File: src/rtl/seg7_decoder_monitor.sv
// Receive-side 7-segment monitor: synchronises, debounces and decodes an active-low
// 2-bit digit pattern, classifies each committed change and tallies errors.
module seg7_decoder_monitor #(
  parameter int STABLE_CYCLES = 4,
  parameter int ERR_W         = 8
) (
  input  logic             clk,
  input  logic             reset_n,
  input  logic [6:0]       segments,
  output logic [1:0]       count,
  output logic             count_valid,
  output logic             new_pulse,
  output logic             up_pulse,
  output logic             down_pulse,
  output logic             skip_pulse,
  output logic             bad_pulse,
  output logic [ERR_W-1:0] err_count
);

  typedef enum logic {
    NO_REF = 1'b0,
    LOCKED = 1'b1
  } state_t;

  localparam logic [7:0]       HOLD_MAX = 8'(STABLE_CYCLES - 1);
  localparam logic [ERR_W-1:0] ERR_MAX  = {ERR_W{1'b1}};
  localparam logic [6:0]       BLANK    = 7'b111_1111;

  state_t           state, state_next;
  logic [6:0]       sync1, seg_s, cand;
  logic [7:0]       hold;
  logic             armed;
  logic             commit;

  logic             pat_legal, pat_blank;
  logic [1:0]       pat_digit;
  logic [1:0]       diff;

  logic [1:0]       count_next;
  logic             valid_next;
  logic             new_next, up_next, down_next, skip_next, bad_next;
  logic             err_inc;
  logic [ERR_W-1:0] err_next;

  // Two-flop synchroniser for the asynchronous segment lines.
  always_ff @(posedge clk or negedge reset_n) begin
    if (!reset_n) begin
      sync1 <= BLANK;
      seg_s <= BLANK;
    end else begin
      sync1 <= segments;
      seg_s <= sync1;
    end
  end

  // Debounce: a candidate must hold for STABLE_CYCLES samples; armed limits it to one commit.
  assign commit = (seg_s == cand) && (hold >= HOLD_MAX) && armed;

  always_ff @(posedge clk or negedge reset_n) begin
    if (!reset_n) begin
      cand  <= BLANK;
      hold  <= 8'd0;
      armed <= 1'b0;
    end else if (seg_s != cand) begin
      cand  <= seg_s;
      hold  <= 8'd0;
      armed <= 1'b1;
    end else if (hold < HOLD_MAX) begin
      hold <= hold + 8'd1;
    end else if (armed) begin
      armed <= 1'b0;
    end
  end

  always_comb begin
    pat_legal = 1'b1;
    pat_blank = 1'b0;
    pat_digit = 2'd0;
    case (cand)
      7'b000_0001: pat_digit = 2'd0;
      7'b100_1111: pat_digit = 2'd1;
      7'b001_0010: pat_digit = 2'd2;
      7'b000_0110: pat_digit = 2'd3;
      7'b111_1111: pat_blank = 1'b1;
      default:     pat_legal = 1'b0;
    endcase
  end

  // Mod-4 distance from the held digit decides up / down / skip.
  assign diff = pat_digit - count;

  always_comb begin
    state_next = state;
    count_next = count;
    valid_next = count_valid;
    new_next   = 1'b0;
    up_next    = 1'b0;
    down_next  = 1'b0;
    skip_next  = 1'b0;
    bad_next   = 1'b0;
    err_inc    = 1'b0;
    if (commit) begin
      if (pat_blank) begin
        valid_next = 1'b0;
        state_next = NO_REF;
      end else if (!pat_legal) begin
        bad_next   = 1'b1;
        err_inc    = 1'b1;
        valid_next = 1'b0;
        state_next = NO_REF;
      end else if (state == NO_REF) begin
        count_next = pat_digit;
        valid_next = 1'b1;
        new_next   = 1'b1;
        state_next = LOCKED;
      end else if (pat_digit != count) begin
        count_next = pat_digit;
        new_next   = 1'b1;
        case (diff)
          2'd1:    up_next   = 1'b1;
          2'd3:    down_next = 1'b1;
          default: begin
            skip_next = 1'b1;
            err_inc   = 1'b1;
          end
        endcase
      end
    end
  end

  assign err_next = (err_inc && (err_count != ERR_MAX)) ? err_count + 1'b1 : err_count;

  always_ff @(posedge clk or negedge reset_n) begin
    if (!reset_n) begin
      state       <= NO_REF;
      count       <= 2'd0;
      count_valid <= 1'b0;
      new_pulse   <= 1'b0;
      up_pulse    <= 1'b0;
      down_pulse  <= 1'b0;
      skip_pulse  <= 1'b0;
      bad_pulse   <= 1'b0;
      err_count   <= '0;
    end else begin
      state       <= state_next;
      count       <= count_next;
      count_valid <= valid_next;
      new_pulse   <= new_next;
      up_pulse    <= up_next;
      down_pulse  <= down_next;
      skip_pulse  <= skip_next;
      bad_pulse   <= bad_next;
      err_count   <= err_next;
    end
  end

endmodule

File: config.mk
export PLATFORM = sky130hd
export DESIGN_NAME = seg7_decoder_monitor
export DESIGN_NICKNAME = d
export VERILOG_FILES = /design/src/rtl/seg7_decoder_monitor.sv
export SDC_FILE = /design/constraint.sdc
export NUM_CORES = 1
export LEC_CHECK = 0
export CAP_MARGIN = 20
export CORE_ASPECT_RATIO = 0.6
export CORE_UTILIZATION = 57
export DETAILED_ROUTE_END_ITERATION = 6
export MAX_ROUTING_LAYER = met4
export PLACE_DENSITY_LB_ADDON = 0.1
export SKIP_CTS_REPAIR_TIMING = 1
export SYNTH_ARGS = -nofsm -noshare
export SYNTH_HDL_FRONTEND = slang
export SYNTH_SLANG_ARGS = --single-unit
File: constraint.sdc
create_clock -name clk -period 4.4 [get_ports clk]
set_input_delay 0.88 -clock clk [delete_from_list [all_inputs] [get_ports clk]]
set_output_delay 0.88 -clock clk [all_outputs]
set_load 0.02 [all_outputs]
==> metrics.txt, run 1 <==
# TYPE chip_impl_metric gauge
chip_impl_metric{name="drt_wl_total",unit="um"} 2840
chip_impl_metric{name="fin_nets",unit=""} 179
chip_impl_info{name="status",value="finished, final reports clean"} 1
chip_impl_metric{name="seq_power_share",unit=""} 0.576
chip_impl_metric{name="route.met2.wl",unit="um"} 1300
chip_impl_info{name="post_synth_main_area_contributors",value="dfrtp_1 (34%), dfstp_2 (29%), xor2_1 (4.6%)"} 1
chip_impl_metric{name="remaining_drc_errors",unit=""} 0
chip_impl_metric{name="h-tree-depth",unit=""} 2
chip_impl_info{name="layout.cells.most_common",value="dfrtp_1"} 1
chip_impl_metric{name="tightestPinTransition",unit="ns"} 0.959
chip_impl_metric{name="die_height",unit="um"} 46.7
chip_impl_metric{name="antenna_cells",unit=""} 0
chip_impl_metric{name="detail_route.iter0.violations",unit=""} 30
chip_impl_metric{name="switching_share",unit=""} 0.212
chip_impl_metric{name="vias",unit=""} 1090
chip_impl_metric{name="core_area",unit="sq um"} 3020
chip_impl_info{name="crit_path_end_kind",value="flop"} 1
chip_impl_metric{name="clock.fmax",unit="MHz"} 326
chip_impl_metric{name="grt_pass1_vias",unit=""} 1017
chip_impl_metric{name="p_int",unit="uW"} 626
chip_impl_metric{name="fin_hold_ws",unit="ns"} 0.359
chip_impl_metric{name="power_frac_clock",unit=""} 0.385
chip_impl_metric{name="initial_utilization",unit=""} 0.627
chip_impl_metric{name="synth_area_per_cell",unit="sq um"} 13.2
chip_impl_metric{name="global_route.overflow_total",unit=""} 0
chip_impl_info{name="critical_path_source",value="cand[3]$_DFFE_PN1N_"} 1
chip_impl_info{name="dominantRegCellSynth",value="dfrtp_1"} 1
chip_impl_metric{name="synthesis.area",unit="sq um"} 1900
chip_impl_metric{name="synth-async-reset-ratio",unit=""} 1.00
chip_impl_metric{name="track_usage",unit=""} 0.196
chip_impl_metric{name="power_frac_comb",unit=""} 0.039
chip_impl_metric{name="die_w",unit="um"} 76.5
chip_impl_metric{name="final.min_clock_period",unit="ns"} 3.07
chip_impl_metric{name="drv.max_cap_violation_count",unit=""} 0
chip_impl_metric{name="switchingPower",unit="uW"} 168
chip_impl_metric{name="fin_worst_skew",unit="ns"} 0.00737
chip_impl_metric{name="synth-seq-cells",unit=""} 47
chip_impl_metric{name="post_drt_wl_per_cell",unit="um"} 13.5
chip_impl_info{name="critical_path.startpoint_type",value="flop"} 1
chip_impl_metric{name="placement.io_buffers",unit=""} 24
chip_impl_metric{name="seq_area_frac_synth",unit=""} 0.634
chip_impl_metric{name="synthCells",unit=""} 144
chip_impl_metric{name="worst_vdd_ir",unit="uV"} 251
chip_impl_metric{name="number_of_antenna_violations_at_the_first_check_in_global_routing",unit=""} 0
chip_impl_metric{name="clkTransAtPathRegs",unit="ns"} 0.09
chip_impl_metric{name="synthesis.nets",unit=""} 156
chip_impl_info{name="highest_layer",value="met4"} 1
chip_impl_metric{name="yosysWarnings",unit=""} 0
chip_impl_metric{name="synth_enable_flop_cells",unit=""} 0
chip_impl_info{name="cts_root_buf",value="clkbuf_8"} 1
chip_impl_metric{name="dp.final_hpwl",unit="um"} 2030
chip_impl_metric{name="critPathArrivalTime",unit="ns"} 3.26
chip_impl_info{name="r2r-start",value="cand[3]$_DFFE_PN1N_"} 1
chip_impl_metric{name="post_route_cells_drive_above_1_share",unit=""} 0.250
chip_impl_metric{name="timing.critical_path.fanout_max",unit=""} 8
chip_impl_metric{name="synth_top_area_frac",unit=""} 0.343
chip_impl_metric{name="cts_made_buffers",unit=""} 5
chip_impl_metric{name="finalPower",unit="uW"} 795
chip_impl_info{name="critical_path_start_end_classification",value="reg2reg"} 1
chip_impl_metric{name="io-pin-count",unit=""} 25
chip_impl_info{name="synth_area_leader_cell",value="dfrtp_1"} 1
chip_impl_info{name="worstHoldPathType",value="reg2reg"} 1
chip_impl_metric{name="syn2layout_area_growth",unit="%"} 19.3
chip_impl_info{name="hp-start",value="sync1[2]$_DFF_PN1_"} 1
chip_impl_metric{name="p_per_area",unit="nW/um^2"} 351
chip_impl_metric{name="worst-endpoint-required",unit="ns"} 4.59
chip_impl_metric{name="detailedRoute.firstPassIterationCount",unit=""} 4
chip_impl_metric{name="vias_per_cell",unit=""} 5.19
chip_impl_metric{name="met1_length",unit="um"} 1360
chip_impl_metric{name="finalSetupViolations",unit=""} 0
chip_impl_metric{name="met3_length",unit="um"} 124
chip_impl_metric{name="antenna_left",unit=""} 0
chip_impl_metric{name="floorplan.rows",unit=""} 15
chip_impl_metric{name="global_route_wire_length_before_repair",unit="um"} 4740
chip_impl_metric{name="clock_sinks",unit=""} 47
chip_impl_metric{name="fin_tns_setup",unit="ns"} 0
chip_impl_info{name="grt_setup_unrepaired",value="false"} 1
chip_impl_metric{name="maxSlewHeadroom",unit=""} 0.361
chip_impl_metric{name="largest_net_degree_at_the_start_of_global_routing",unit=""} 48
chip_impl_metric{name="finalHoldViolCount",unit=""} 0
chip_impl_metric{name="total_leakage_power",unit="uW"} 0.00102
chip_impl_info{name="most-common-layout-cells",value="dfrtp_1 (26), clkdlybuf4s50_1 (23), dfstp_2 (21)"} 1
chip_impl_metric{name="final_core_utilization",unit=""} 0.749
chip_impl_metric{name="timing_max_transition_violations_final",unit=""} 0
chip_impl_metric{name="number_of_distinct_library_cells_after_synthesis",unit=""} 36
chip_impl_metric{name="worst_case_clock_buffer_depth",unit=""} 2
chip_impl_metric{name="clock_insertion_delay_worst_skew",unit="ns"} 0.30
chip_impl_metric{name="part_of_the_cycle_the_worst_path_needs",unit=""} 0.698
chip_impl_metric{name="place_congestion",unit=""} 0.814
chip_impl_metric{name="dieArea",unit="sq um"} 3570
chip_impl_info{name="tritoncts",value="built"} 1
==> area by class of cell <==
cell class / instances / area, sq um
Sequential cell: 47 / 1200
Multi-Input combinational cell: 86 / 644
Inverter: 3 / 11.3
Fill cell: 204 / 759
Clock inverter: 1 / 8.76
Tap cell: 42 / 52.6
Timing Repair Buffer: 24 / 235
Clock buffer: 7 / 108
==> cell families (layout without fill, tap and decap cells) <==
kind of cell               Yosys count  count (layout)  synth area share
and+or+nand+nor                     56              56             0.190
DFF                                 47              47             0.634
xor gates and xnor gates            19              19            0.0878
buffers and inverters               11              35            0.0257
AOI/OAI and AO/OA                    4               4            0.0198
muxes                                4               4            0.0224
adders and majority gates            3               3            0.0198
==> power groups by stage <==
stage               Clock [uW]  Sequential (uW)  Combinational, uW
floorplan                    0              463               18.5
global placement             0              465               31.0
detailed placement           0              466               31.6
CTS                        315              458               31.8
global route               330              459               35.1
finish                     306              458               31.0
==> routing by layer <==
| layer | vias up | global-route usage |
|---|---|---|
| met5 | - | - |
| met2 | 27 | 0.305 |
| met4 | 0 | 0.115 |
| li1 | 530 | - |
| met3 | 5 | 0.0535 |
| met1 | 528 | 0.239 |
==> metrics by stage <==
step | instances | instance area [sq um] | setup slack [ns]
finish | 210 | 2260 | 1.33
global route | 210 | 2260 | 1.12
CTS | 210 | 2260 | 1.32
detailed placement | 202 | 2150 | 1.34
global placement | 202 | 2150 | 1.41
floorplan | 144 | 1900 | 1.53
==> cells in the mapped netlist, types with 6 or more instances <==
| master | number |
|---|---|
| and3_1 | 8 |
| clkbuf_1 | 7 |
| dfstp_2 | 21 |
| nand2_1 | 10 |
| xor2_1 | 10 |
| nand3_1 | 6 |
| nor2_1 | 6 |
| dfrtp_1 | 26 |
| xnor2_1 | 9 |
==> registers in the layout, summed over array words and instances (netlist names) <==
name and count:
sync1 7, count_valid 1, new_pulse 1, count 2, skip_pulse 1, hold 8, cand 7, armed 1
down_pulse 1, up_pulse 1, seg_s 7, bad_pulse 1, state 1, err_count 8
==> worst max-delay path, cell delays in order (launching register included) <==
cell and delay [ns]:
dfstp_2 0.39, or2_1 0.28, o21ai_0 0.15, or4b_2 0.62
ha_1 0.39, nand2_1 0.08, nor2_1 0.11, mux2i_1 0.14
a211oi_4 0.42, mux2_2 0.37
==> worst paths after layout <==
check / to / slack [ns] / cells after the start
worst max-delay path: err_count[1]$_DFFE_PN0P_ / 1.33 / 9
worst min-delay path: seg_s[2]$_DFF_PN1_ / 0.36 / 0
worst max register to register: err_count[1]$_DFFE_PN0P_ / 1.33 / 9
worst min register to register: seg_s[2]$_DFF_PN1_ / 0.36 / 0
max in group asynchronous: count_valid$_DFFE_PN0P_ / 3.09 / 1
min in group asynchronous: err_count[2]$_DFFE_PN0P_ / 0.73 / 1
(Power assumes the default switching activity.)
==> run 2, diff against run 1 <==
--- a/config.mk
+++ b/config.mk
@@ -7,7 +7,7 @@
 export LEC_CHECK = 0
 export CAP_MARGIN = 20
 export CORE_ASPECT_RATIO = 0.6
-export CORE_UTILIZATION = 57
+export CORE_UTILIZATION = 48
 export DETAILED_ROUTE_END_ITERATION = 6
 export MAX_ROUTING_LAYER = met4
 export PLACE_DENSITY_LB_ADDON = 0.1
==> constraint.sdc (replaced) <==
create_clock -name clk -period 2.8 [get_ports clk]
set_input_delay 0.56 -clock clk [delete_from_list [all_inputs] [get_ports clk]]
set_output_delay 0.56 -clock clk [all_outputs]
set_load 0.02 [all_outputs]
==> run 2 against run 1 <==
Setup slack worse by 1.3 ns. Non-clock buffer count increased by 6. Total power increased by 55%. First-iteration DRC count decreased by 63%. Clock skew down 0.00067 ns. Fmax is 12% higher. Core utilization down 12 points. Via count grew 2.7%. Global-route usage shrank 2.9 points. Die area is 18% higher. Register-to-register slack got worse by 1.3 ns. Clock power rose by 49%.
==> metrics.txt, run 2 (same netlist as run 1, synthesis figures left out) <==
# TYPE chip_impl_metric gauge
chip_impl_metric{name="number_of_antenna_violations_at_the_first_check_in_global_routing",unit=""} 0
chip_impl_metric{name="worst-endpoint-required",unit="ns"} 2.99
chip_impl_metric{name="drv.max_cap_violation_count",unit=""} 0
chip_impl_metric{name="h-tree-depth",unit=""} 2
chip_impl_metric{name="critPathArrivalTime",unit="ns"} 2.93
chip_impl_metric{name="largest_net_degree_at_the_start_of_global_routing",unit=""} 48
chip_impl_metric{name="maxSlewHeadroom",unit=""} 0.682
chip_impl_metric{name="vias",unit=""} 1119
chip_impl_info{name="largest_registers",value="err_count x8, hold x8"} 1
chip_impl_metric{name="tightestPinTransition",unit="ns"} 0.474
chip_impl_metric{name="grt_pass1_vias",unit=""} 1042
chip_impl_info{name="worstHoldPathType",value="in2async"} 1
chip_impl_metric{name="p_per_area",unit="nW/um^2"} 524
chip_impl_metric{name="track_usage",unit=""} 0.168
chip_impl_metric{name="timing_max_transition_violations_final",unit=""} 0
chip_impl_metric{name="place_congestion",unit=""} 0.843
chip_impl_info{name="timing.critical_path.slowest_stage_cell",value="dfstp_2"} 1
chip_impl_info{name="crit_path_end_kind",value="flop"} 1
chip_impl_metric{name="place_ws",unit="ns"} 0.0130
chip_impl_metric{name="clock.fmax",unit="MHz"} 365
chip_impl_metric{name="cts_made_buffers",unit=""} 5
chip_impl_info{name="critical_path_source",value="cand[0]$_DFFE_PN1N_"} 1
chip_impl_metric{name="finalSetupViolations",unit=""} 0
chip_impl_metric{name="core_area",unit="sq um"} 3720
chip_impl_metric{name="antenna_cells",unit=""} 0
chip_impl_info{name="critical_path.startpoint_type",value="flop"} 1
chip_impl_metric{name="dieArea",unit="sq um"} 4210
chip_impl_metric{name="global_route.overflow_total",unit=""} 0
chip_impl_info{name="timing.critical_path.cells",value="nand3_2, o21ai_1, or4b_4, ha_4, nand2_1, nor2_2, mux2i_2, a211oi_4, buf_6, mux2_2"} 1
chip_impl_metric{name="die_w",unit="um"} 83.1
chip_impl_metric{name="final.min_clock_period",unit="ns"} 2.74
chip_impl_metric{name="fin_tns_setup",unit="ns"} 0
chip_impl_metric{name="clock_insertion_delay_worst_skew",unit="ns"} 0.30
chip_impl_metric{name="fin_nets",unit=""} 185
chip_impl_metric{name="post_drt_wl_per_cell",unit="um"} 13.6
chip_impl_metric{name="worst_vdd_ir",unit="uV"} 310
chip_impl_metric{name="floorplan.rows",unit=""} 17
chip_impl_info{name="cts_root_buf",value="clkbuf_8"} 1
chip_impl_metric{name="drt_wl_total",unit="um"} 3010
chip_impl_metric{name="postLayoutSetupSlackWorst",unit="ns"} 0.0575
chip_impl_info{name="r2r-start",value="cand[0]$_DFFE_PN1N_"} 1
chip_impl_metric{name="initial_utilization",unit=""} 0.509
chip_impl_metric{name="post_route_cells_drive_above_1_share",unit=""} 0.299
chip_impl_metric{name="dp.final_hpwl",unit="um"} 2020
chip_impl_metric{name="clkTransAtPathRegs",unit="ns"} 0.08
chip_impl_metric{name="total_leakage_power",unit="uW"} 0.00106
chip_impl_metric{name="timing.critical_path.fanout_max",unit=""} 5
chip_impl_metric{name="fin_worst_skew",unit="ns"} 0.00669
chip_impl_metric{name="io-pin-count",unit=""} 25
chip_impl_metric{name="antenna_left",unit=""} 0
chip_impl_info{name="layout.cells.most_common",value="dfrtp_1"} 1
chip_impl_metric{name="syn2layout_area_growth",unit="%"} 23.9
chip_impl_metric{name="part_of_the_cycle_the_worst_path_needs",unit=""} 0.979
chip_impl_info{name="critical_path_start_end_classification",value="reg2reg"} 1
chip_impl_metric{name="die_height",unit="um"} 50.7
chip_impl_metric{name="detailedRoute.firstPassIterationCount",unit=""} 4
chip_impl_info{name="grt_setup_unrepaired",value="true"} 1
chip_impl_metric{name="vias_per_cell",unit=""} 5.06
chip_impl_info{name="tritoncts",value="built"} 1
chip_impl_metric{name="max_stage_delay",unit="ns"} 0.60
chip_impl_info{name="most-common-layout-cells",value="dfrtp_1 (26), clkdlybuf4s50_1 (23), dfstp_2 (21)"} 1
chip_impl_metric{name="worst_case_clock_buffer_depth",unit=""} 2
chip_impl_metric{name="global_route_wire_length_before_repair",unit="um"} 5040
chip_impl_metric{name="finalHoldViolCount",unit=""} 0
chip_impl_info{name="crit_path_end",value="err_count[1]$_DFFE_PN0P_"} 1
chip_impl_info{name="status",value="finished, final reports clean"} 1
chip_impl_metric{name="r2r_setup_slack",unit="ns"} 0.06
chip_impl_metric{name="finalPower",unit="uW"} 1230
chip_impl_metric{name="clock_sinks",unit=""} 47
chip_impl_metric{name="detail_route.iter0.violations",unit=""} 11
chip_impl_info{name="worstReg2RegEnd",value="err_count[1]$_DFFE_PN0P_"} 1
chip_impl_metric{name="worstRegToRegCells",unit=""} 10
chip_impl_metric{name="placement.io_buffers",unit=""} 24
chip_impl_metric{name="remaining_drc_errors",unit=""} 0
[run 2: cell types whose count changed in the layout (fill, tap and decap cells not counted), sizes merged]
| cell | change |
|---|---|
| buf | +6 |
| clkbuf | -1 |
| clkinv | +2 |
| inv | -1 |
[run 2: power by group]
part / total, uW / internal [uW] / switching (uW) / leakage (uW)
sequential: 720 / 707 / 13.0 / 0.000579
clock: 455 / 230 / 225 / 0.0000563
combinational: 56.9 / 26.0 / 30.9 / 0.000421
[run 2: worst min path at each step]
| stage | from | to | slack [ns] | cells after the start |
|---|---|---|---|---|
| 2_1_floorplan | reset_n | armed$_DFFE_PN0P_ | 0.26 | 0 |
| 3_3_place_gp | sync1[4]$_DFF_PN1_ | seg_s[4]$_DFF_PN1_ | 0.35 | 0 |
| 3_5_place_dp | sync1[3]$_DFF_PN1_ | seg_s[3]$_DFF_PN1_ | 0.35 | 0 |
| 4_1_cts | sync1[3]$_DFF_PN1_ | seg_s[3]$_DFF_PN1_ | 0.36 | 0 |
| 5_1_grt | reset_n | new_pulse$_DFF_PN0_ | 0.05 | 1 |
| 6_report | reset_n | new_pulse$_DFF_PN0_ | 0.06 | 1 |
[run 2: layout make-up]
class	instances	area, sq um
inverters	3	11.3
clock buffers	6	93.8
well taps	47	58.8
repair buffers	30	297
fillers	276	1370
clock inverters	2	13.8
multi-input cells	86	672
flip-flops and latches	47	1200
[run 2: metal layers]
layer,routed length [um],up-vias,GRT usage
met5,0,-,-
met3,149,4,0.0592
met2,1320,31,0.219
met1,1500,536,0.227
li1,-,548,-
met4,34,0,0.0920
[run 2: stage by stage]
stage / std cells / hold WS (ns) / area [sq um] / utilization
after CTS: 217 / 0.360 / 2290 / 0.615
after global routing: 221 / 0.0484 / 2350 / 0.631
after global placement: 209 / 0.345 / 2180 / 0.587
after detailed placement: 209 / 0.347 / 2180 / 0.587
final: 221 / 0.0594 / 2350 / 0.631
after floorplan: 144 / 0.264 / 1910 / -
[run 2: critical path: cells and delay by family (launching register included)]
| kind | cells | cell delay (ns) |
|---|---|---|
| muxes | 2 | 0.43 |
| adders and majority gates | 1 | 0.31 |
| buffers and inverters | 1 | 0.14 |
| AOI/OAI and AO/OA | 2 | 0.36 |
| and+or+nand+nor | 4 | 0.78 |
| DFF | 1 | 0.60 |
